[src/rtl/alu_scan_display_if.sv]
`default_nettype none
// +----------------------------------------------------------------------+
// | alu_scan_display_if : operand/result bus and 7-segment display pins  |
// | Revision: 1.0                                                        |
// +----------------------------------------------------------------------+
interface alu_scan_display_if #(
  parameter int WIDTH  = 4,
  parameter int DIGITS = 4
);
  logic [WIDTH-1:0]  a;
  logic [WIDTH-1:0]  b;
  logic [2:0]        sel;
  logic              start;
  logic [WIDTH-1:0]  result;
  logic [3:0]        flags;
  logic              done;
  logic [DIGITS-1:0] an;
  logic [6:0]        seg;

  modport master (
    output a, b, sel, start,
    input  result, flags, done, an, seg
  );

  modport slave (
    input  a, b, sel, start,
    output result, flags, done, an, seg
  );
endinterface
`default_nettype wire

[src/rtl/alu_scan_display.sv]
`default_nettype none
// +----------------------------------------------------------------------+
// | alu_scan_display : registered ALU with multiplexed hex 7-seg output  |
// | Revision: 1.0                                                        |
// +----------------------------------------------------------------------+
module alu_scan_display #(
  parameter int WIDTH    = 4,
  parameter int DIGITS   = 4,
  parameter int SCAN_DIV = 100000
) (
  input  logic                 clk,
  input  logic                 rst_n,
  alu_scan_display_if.slave    bus
);

  localparam int CNT_W = $clog2(SCAN_DIV);
  localparam int IDX_W = (DIGITS > 1) ? $clog2(DIGITS) : 1;
  localparam logic [CNT_W-1:0] CNT_MAX = CNT_W'(SCAN_DIV - 1);
  localparam logic [IDX_W-1:0] IDX_MAX = IDX_W'(DIGITS - 1);

  logic [WIDTH-1:0]    result_q, result_d;
  logic [3:0]          flags_q, flags_d;
  logic                done_q, done_d;
  logic [CNT_W-1:0]    cnt_q, cnt_d;
  logic [IDX_W-1:0]    idx_q, idx_d;
  logic [DIGITS-1:0]   an_q, an_d;
  logic [6:0]          seg_q, seg_d;

  logic [WIDTH:0]      sum;
  logic [WIDTH-1:0]    diff;
  logic [WIDTH-1:0]    alu_res;
  logic                alu_c, alu_v;
  logic                wrap;
  logic [4*DIGITS-1:0] disp;
  logic [3:0]          nibble;

  function automatic logic [6:0] hex7(input logic [3:0] n);
    case (n)
      4'h0: hex7 = 7'b1000000;
      4'h1: hex7 = 7'b1111001;
      4'h2: hex7 = 7'b0100100;
      4'h3: hex7 = 7'b0110000;
      4'h4: hex7 = 7'b0011001;
      4'h5: hex7 = 7'b0010010;
      4'h6: hex7 = 7'b0000010;
      4'h7: hex7 = 7'b1111000;
      4'h8: hex7 = 7'b0000000;
      4'h9: hex7 = 7'b0010000;
      4'hA: hex7 = 7'b0001000;
      4'hB: hex7 = 7'b0000011;
      4'hC: hex7 = 7'b1000110;
      4'hD: hex7 = 7'b0100001;
      4'hE: hex7 = 7'b0000110;
      default: hex7 = 7'b0001110;
    endcase
  endfunction

  always_comb begin
    sum     = {1'b0, bus.a} + {1'b0, bus.b};
    diff    = bus.a - bus.b;
    alu_res = '0;
    alu_c   = 1'b0;
    alu_v   = 1'b0;
    case (bus.sel)
      3'b000: begin
        alu_res = sum[WIDTH-1:0];
        alu_c   = sum[WIDTH];
        alu_v   = (bus.a[WIDTH-1] == bus.b[WIDTH-1]) && (sum[WIDTH-1] != bus.a[WIDTH-1]);
      end
      3'b001: begin
        alu_res = diff;
        alu_c   = (bus.a >= bus.b);
        alu_v   = (bus.a[WIDTH-1] != bus.b[WIDTH-1]) && (diff[WIDTH-1] != bus.a[WIDTH-1]);
      end
      3'b010: alu_res = bus.a & bus.b;
      3'b011: alu_res = bus.a | bus.b;
      3'b100: alu_res = bus.a ^ bus.b;
      3'b101: alu_res = ~bus.a;
      3'b110: begin
        alu_res = {bus.a[WIDTH-2:0], 1'b0};
        alu_c   = bus.a[WIDTH-1];
      end
      default: begin
        alu_res = {1'b0, bus.a[WIDTH-1:1]};
        alu_c   = bus.a[0];
      end
    endcase
  end

  generate
    if (WIDTH >= 4*DIGITS) begin : g_trunc
      assign disp = result_d[4*DIGITS-1:0];
    end else begin : g_zext
      assign disp = {{(4*DIGITS-WIDTH){1'b0}}, result_d};
    end
  endgenerate

  // seg/an are decoded from next-state values so a new result and a new
  // digit index both show up on the very edge that produces them.
  always_comb begin
    result_d = result_q;
    flags_d  = flags_q;
    done_d   = bus.start;
    if (bus.start) begin
      result_d = alu_res;
      flags_d  = {alu_v, alu_res[WIDTH-1], (alu_res == '0), alu_c};
    end
    wrap  = (cnt_q == CNT_MAX);
    cnt_d = wrap ? '0 : cnt_q + CNT_W'(1);
    idx_d = idx_q;
    if (wrap) begin
      idx_d = (idx_q == IDX_MAX) ? '0 : idx_q + IDX_W'(1);
    end
    an_d   = ~(DIGITS'(1) << idx_d);
    nibble = disp[{idx_d, 2'b00} +: 4];
    seg_d  = hex7(nibble);
  end

  always_ff @(posedge clk or negedge rst_n) begin
    if (!rst_n) begin
      result_q <= '0;
      flags_q  <= '0;
      done_q   <= 1'b0;
      cnt_q    <= '0;
      idx_q    <= '0;
      an_q     <= ~DIGITS'(1);
      seg_q    <= 7'b1000000;
    end else begin
      result_q <= result_d;
      flags_q  <= flags_d;
      done_q   <= done_d;
      cnt_q    <= cnt_d;
      idx_q    <= idx_d;
      an_q     <= an_d;
      seg_q    <= seg_d;
    end
  end

  assign bus.result = result_q;
  assign bus.flags  = flags_q;
  assign bus.done   = done_q;
  assign bus.an     = an_q;
  assign bus.seg    = seg_q;

endmodule
`default_nettype wire

[src/flat_wrapper.sv]
// flat-port wrapper written by rule: the top's interface ports become plain ports
module alu_scan_display_flat 
#(
  parameter int WIDTH    = 4,
  parameter int DIGITS   = 4,
  parameter int SCAN_DIV = 100000
)
  (clk, rst_n, bus_a, bus_b, bus_sel, bus_start, bus_result, bus_flags, bus_done, bus_an, bus_seg);
  alu_scan_display_if #(.WIDTH(WIDTH), .DIGITS(DIGITS)) bus_i ();
  input  logic clk;
  input  logic rst_n;
  input wire logic [$bits(bus_i.a)-1:0] bus_a;
  input wire logic [$bits(bus_i.b)-1:0] bus_b;
  input wire logic [$bits(bus_i.sel)-1:0] bus_sel;
  input wire logic [$bits(bus_i.start)-1:0] bus_start;
  output wire logic [$bits(bus_i.result)-1:0] bus_result;
  output wire logic [$bits(bus_i.flags)-1:0] bus_flags;
  output wire logic [$bits(bus_i.done)-1:0] bus_done;
  output wire logic [$bits(bus_i.an)-1:0] bus_an;
  output wire logic [$bits(bus_i.seg)-1:0] bus_seg;
  assign bus_i.a = bus_a;
  assign bus_i.b = bus_b;
  assign bus_i.sel = bus_sel;
  assign bus_i.start = bus_start;
  assign bus_result = bus_i.result;
  assign bus_flags = bus_i.flags;
  assign bus_done = bus_i.done;
  assign bus_an = bus_i.an;
  assign bus_seg = bus_i.seg;
  alu_scan_display #(.WIDTH(WIDTH), .DIGITS(DIGITS), .SCAN_DIV(SCAN_DIV)) u_core (.clk(clk), .rst_n(rst_n), .bus(bus_i));
endmodule
[config.mk]
export PLATFORM = sky130hd
export DESIGN_NAME = alu_scan_display_flat
export DESIGN_NICKNAME = d
export VERILOG_FILES = /design/src/rtl/alu_scan_display_if.sv /design/src/rtl/alu_scan_display.sv /design/src/flat_wrapper.sv
export SDC_FILE = /design/constraint.sdc
export NUM_CORES = 1
export LEC_CHECK = 0
export CAP_MARGIN = 25
export CORE_ASPECT_RATIO = 1.5
export CORE_MARGIN = 2
export CORE_UTILIZATION = 40
export DETAILED_ROUTE_END_ITERATION = 12
export GPL_ROUTABILITY_DRIVEN = 1
export PLACE_DENSITY = 0.71
export SETUP_SLACK_MARGIN = 0.15
export SLEW_MARGIN = 25
export SYNTH_ARGS = -nofsm -noshare
export SYNTH_HDL_FRONTEND = slang
export SYNTH_SLANG_ARGS = --single-unit
[constraint.sdc]
create_clock -name clk -period 3.2 [get_ports clk]
set_input_delay 0.64 -clock clk [delete_from_list [all_inputs] [get_ports clk]]
set_output_delay 0.64 -clock clk [all_outputs]
set_load 0.03 [all_outputs]
After elaboration in Yosys (flattened, before gate mapping)

Memories as Yosys holds them, arrays and structs flattened. A register that Yosys moved wholly into a read port is not among the register bits.
Cells that the tools add are included.

Add/subtract/negate cells: 4
Order comparisons: 1
Equality and inequality tests: 12
Shift operators: 2
Muxes and demuxes: 7
Bitwise gates (word level): 5
Reductions and logical operators: 6

Operator list:

| cell                  | count |
|---|---|
| $pmux 4 s7            | 1 |
| $add 17x1->17 const B | 1 |
| $eq 17x17->1 const B  | 1 |
| $mux 17               | 1 |
| $shiftx 16x5->4       | 1 |
| $eq 3x3->1 const B    | 3 |
| $not 4->4             | 2 |
| $eq 3x2->1 const B    | 2 |
| $add 4x4->5           | 1 |
| $and 4x4->4           | 1 |
| $ge 4x4->1            | 1 |
| $logic_not 4->1       | 1 |
| $mux 2                | 2 |
| $mux 4                | 1 |
| $or 4x4->4            | 1 |
| $pmux 1 s4            | 1 |
| $reduce_or 4->1       | 1 |
| $shl 1x2->4 const A   | 1 |
| $sub 4x4->4           | 1 |
| $xor 4x4->4           | 1 |
| $eq 3x1->1 const B    | 1 |
| $logic_not 3->1       | 1 |
| $ne 1x1->1            | 3 |
| $add 2x1->2 const B   | 1 |
| 5 further kinds       | 6 |

Register bits after elaboration: 32
Bits in read-only memories: 112
Input bits: 14
Output and inout port bits: 20
Memories kept: 1

Memory list:

| memory           | words | bits a word | rd ports | clocked after Yosys merged registers in | write ports | line                   | source |
|---|---|---|---|---|---|---|---|
| (name not given) | 16    | 7           | 1        | 1                                       | 0           | alu_scan_display.sv:38 | `case (n)` |

Logic depth before layout (Yosys ltp)

Depth in word-level cells: 5
Gate-level depth with buffers: 13
Gate-level depth less buffers: 13

Worst setup path before layout

Ideal clock, no wire load.

Kind: input to register
Start: in bus_b[0]
End: reg u_core.seg_q[1], in the netlist u_core.bus.seg[1]
Setup time: 78 ps
Arrival: 2,977 ps
Required time: 3,122 ps
Path slack: 144 ps
Stages: 10
Buffers on the path: 0
Cell sequence: ha_1 fa_1 mux2i_1 or3_1 a41oi_1 mux2i_1 nor2_1 ha_1 or3_1 a21oi_1

Word-level cells in the longest chain between the ends: 4

Ends and longest elaborated chain:

| element                             | line                    | source |
|---|---|---|
| start: declaration                  | flat_wrapper.sv:13      | `input wire logic [$bits(bus_i.b)-1:0] bus_b;` |
| $sub 4x4->4 (tied with other cells) | alu_scan_display.sv:60  | `diff = bus.a - bus.b;` |
| $pmux 4 s7 *                        | alu_scan_display.sv:64  | `case (bus.sel)` |
| $mux 4 *                            | alu_scan_display.sv:104 | `if (bus.start) begin` |
| $shiftx 16x5->4 *                   | alu_scan_display.sv:115 | `nibble = disp[{idx_d, 2'b00} +: 4];` |
| end: declaration                    | alu_scan_display.sv:27  | `logic [6:0] seg_q, seg_d;` |

Mark *: on every way between the ends. The rest lies on a longest branch, timed or not.
A chain may end at the register's enable or synchronous reset.

Worst setup path after layout

Start: in bus_a[1]
End: reg u_core.seg_q[1], in the netlist u_core.bus.seg[1]

Word-level cells in the longest chain between the ends: 4

Ends and longest elaborated chain:

| element                             | line                    | source |
|---|---|---|
| start: declaration                  | flat_wrapper.sv:12      | `input wire logic [$bits(bus_i.a)-1:0] bus_a;` |
| $sub 4x4->4 (tied with other cells) | alu_scan_display.sv:60  |  |
| $pmux 4 s7 *                        | alu_scan_display.sv:64  |  |
| $mux 4 *                            | alu_scan_display.sv:104 |  |
| $shiftx 16x5->4 *                   | alu_scan_display.sv:115 |  |

Marked as above.

==> metrics.txt <==
Die Span X=69.2 um; final cycle utilization of the critical path=92.7%; met2 GRT Util=31.6%; DP Area=0.00323 mm^2; hold buffer count at cts=0; Finished Cell Area=0.00347 mm^2; Syn Inst Count=266; Cell Chain, Critical Path=dlygate4sd2_1, fa_1, mux2i_1, or3_1, a41oi_2, mux2i_2, nor2_4, ha_4, or3_4, a21oi_2; setup TNS=0 ns; DIE AREA=0.00705 mm^2; fin cells=418; final setup fails=0; Reg2Reg Capture Point=u_core.bus.seg[1]; fmax=0.337 GHz; Layout area overhead=35.9%; area share of the largest cell type after synthesis=34.3%; FF-to-FF Start=u_core.cnt_q[0]; status=complete, no violations; Detailed Route WL=5.79 mm; Stages on worst setup path=10; Synth Net Count=302; r2r worst-path depth=10; vias in the first global route=2254; antenna violations before repair=0; CTS max path bufs=2; total global-route track usage=17.1%; dpl hpwl=4.43 mm; clock root buffer=clkbuf_8; Cell Int Power=1.03 mW; Relative slew margins=45.0%; num rows=35; slowest CP cell=fa_1; Cell Pwr Density=428 mW/mm^2; Synthesis Warnings=0; Max Clock Skew=0.0107 ns; CP Max Fanout=4; Simple-Gate Fraction of Synth Area=19.4%; CTS Buf Count=5; Synth async-reset ratio=100%; GRT busiest layer=met2; worst slew pin tran=0.825 ns; antenna viol nets, final=0; placed insts=404; WS Path Type=in -> reg; Die Span Y=102 um; PnR worst setup slack=0.233 ns; most frequent cells in the layout=buf_4 (47), dfrtp_1 (35), clkdlybuf4s50_1 (28), nor2_1 (18); CP Launch Type=input port; layout net count=379; Switching Power=0.457 mW; proportion of layout cells with a drive suffix above 1=26.7%; worst path buffer plus inverter count=1; register area share after synthesis=38.5%; synthesized cell area=0.00255 mm^2; CTS H-Tree Depth=2; pre-CTS WS=-0.454 ns; total congestion overflow=0; Compound-Gate Fraction of Synth Area=16.2%; Worst EP required=3.43 ns; XOR/XNOR Fraction of Synth Area=5.84%; crit-path max cell delay=0.51 ns; Comb pwr share=34.1%; Ports=34; Synth area leader=dfrtp_1; Synth Area in Adders=11.4%; CTS Sinks=39; fillers=539; Clk pwr share=29.1%; CTS tree=done; Worst path top cell family by delay=simple AND/OR/NAND/NOR gates; Initial Util=41.3%; top cells by area, synth=dfrtp_1 (34%), ha_1 (9.8%), dfstp_2 (4.1%); Clk pin slew, worst setup/hold paths=0.08 ns; via/cell ratio=5.33; Iter 0 DRT Violations=151; gpl congestion=0.871; drt first pass iters=5; Max-cap violations=0; prevailing post-synth register cell=dfrtp_1; drt wl/cell=13.9 um; commonest non-fill, non-tap cell in the layout=buf_4; core box area=0.00617 mm^2; DRC=0; Yosys cell types=62; PortBufs=33; clock latency on the worst-skew pair=0.30 ns; met3 Use GR=2.27%; Post-synth EDFFs=0; min Tclk post-route=2.97 ns; flops & latches, synth=39; CP endpoint kind=flip-flop; first-pass GRT wire length=9.86 mm; Diodes inserted=0; max-slew violations=0; Avg Inst Size Synth=9.59 um^2; reg-to-reg setup timing slack=0.49 ns; met1 GRT Util=19.3%; combinational family with the most area after synthesis=simple AND/OR/NAND/NOR gates; Leakage=1.58 nW; routed vias=2226; Hold Fails Final Rpt=0; largest net degree at the start of global routing=40; Peak VDD IR=0.000166 V; worst hold path class=in -> async; portion of netlist area occupied by mux cells=3.48%; CP arrival=3.19 ns; Sequential Power Share=36.8%; Sw Share=30.8%; RSZ-0062 raised after global routing=true
## metrics by stage
| step | hold slack [ns] | power, mW | util [%] |
|---|---|---|---|
| floorplan | 0.344 | 0.807 | - |
| global placement | 0.473 | 1.01 | 52.3 |
| detailed placement | 0.477 | 1.01 | 52.3 |
| CTS | 0.470 | 1.47 | 55.4 |
| global route | 0.522 | 1.56 | 56.2 |
| finish | 0.435 | 1.48 | 56.2 |
## repair_timing
action                                  4_1_cts  5_1_grt
endpoints found under the setup margin        7        6
buffers inserted                              4        2
gates cloned                                  0        0
pin swaps                                    10        9
resized for setup                            14       15
## cell usage after synthesis (4+ instances only)
cell type and number:
o21ai_0 9, nand2b_1 6, nor2_1 19, nand3_1 16, and3_1 7, buf_2 4, xor2_1 6, xnor2_1 11
a21oi_1 10, nand2_1 18, ha_1 20, mux2i_1 4, nand4_1 5, dfrtp_1 35, dfstp_2 4, nor2b_1 5
inv_1 18
## area by class of cell
| type | instances | area [um^2] | share of cell area (%) |
|---|---|---|---|
| flip-flops and latches | 39 | 981 | 28.3 |
| clock buffers | 6 | 82.6 | 2.38 |
| repair buffers | 80 | 662 | 19.1 |
| clock inverters | 2 | 38.8 | 1.12 |
| inverters | 20 | 77.6 | 2.24 |
| multi-input cells | 197 | 1530 | 44.2 |
| well taps | 74 | 92.6 | 2.67 |
## cells by family after synthesis
kind of cell	Yosys count
and+or+nand+nor	95
buffers and inverters	30
xor gates and xnor gates	17
adders and majority gates	22
DFF	39
AOI/OAI and AO/OA	55
muxes	8
## layer usage
layer | wire [um] | part of all wire, %
met2 | 3050 | 53
met3 | 182 | 3.1
met5 | 0 | 0
met1 | 2380 | 41
met4 | 181 | 3.1
## power by group through the flow
stage	combinational, mW	clock (mW)	sequential [mW]
after floorplan	0.181	0	0.626
after global placement	0.453	0	0.554
after detailed placement	0.458	0	0.555
after CTS	0.485	0.440	0.546
after global routing	0.546	0.460	0.550
final	0.507	0.433	0.546
## sequential cells by signal (all words and copies together) (netlist names)
register / count
u_core.idx_q: 2
u_core.bus.result: 4
u_core.bus.done: 1
u_core.cnt_q: 17
u_core.bus.an: 4
u_core.bus.seg: 7
u_core.bus.flags: 4
## worst max-delay path by stage
stage	startpoint	to
after floorplan	bus_b[0]	u_core.bus.seg[1]
after global placement	bus_a[0]	u_core.bus.seg[1]
after detailed placement	bus_b[0]	u_core.bus.seg[3]
after CTS	bus_b[0]	u_core.bus.seg[1]
after global routing	bus_a[1]	u_core.bus.seg[1]
final	bus_a[1]	u_core.bus.seg[1]
Power figures use the tool's default switching activity.
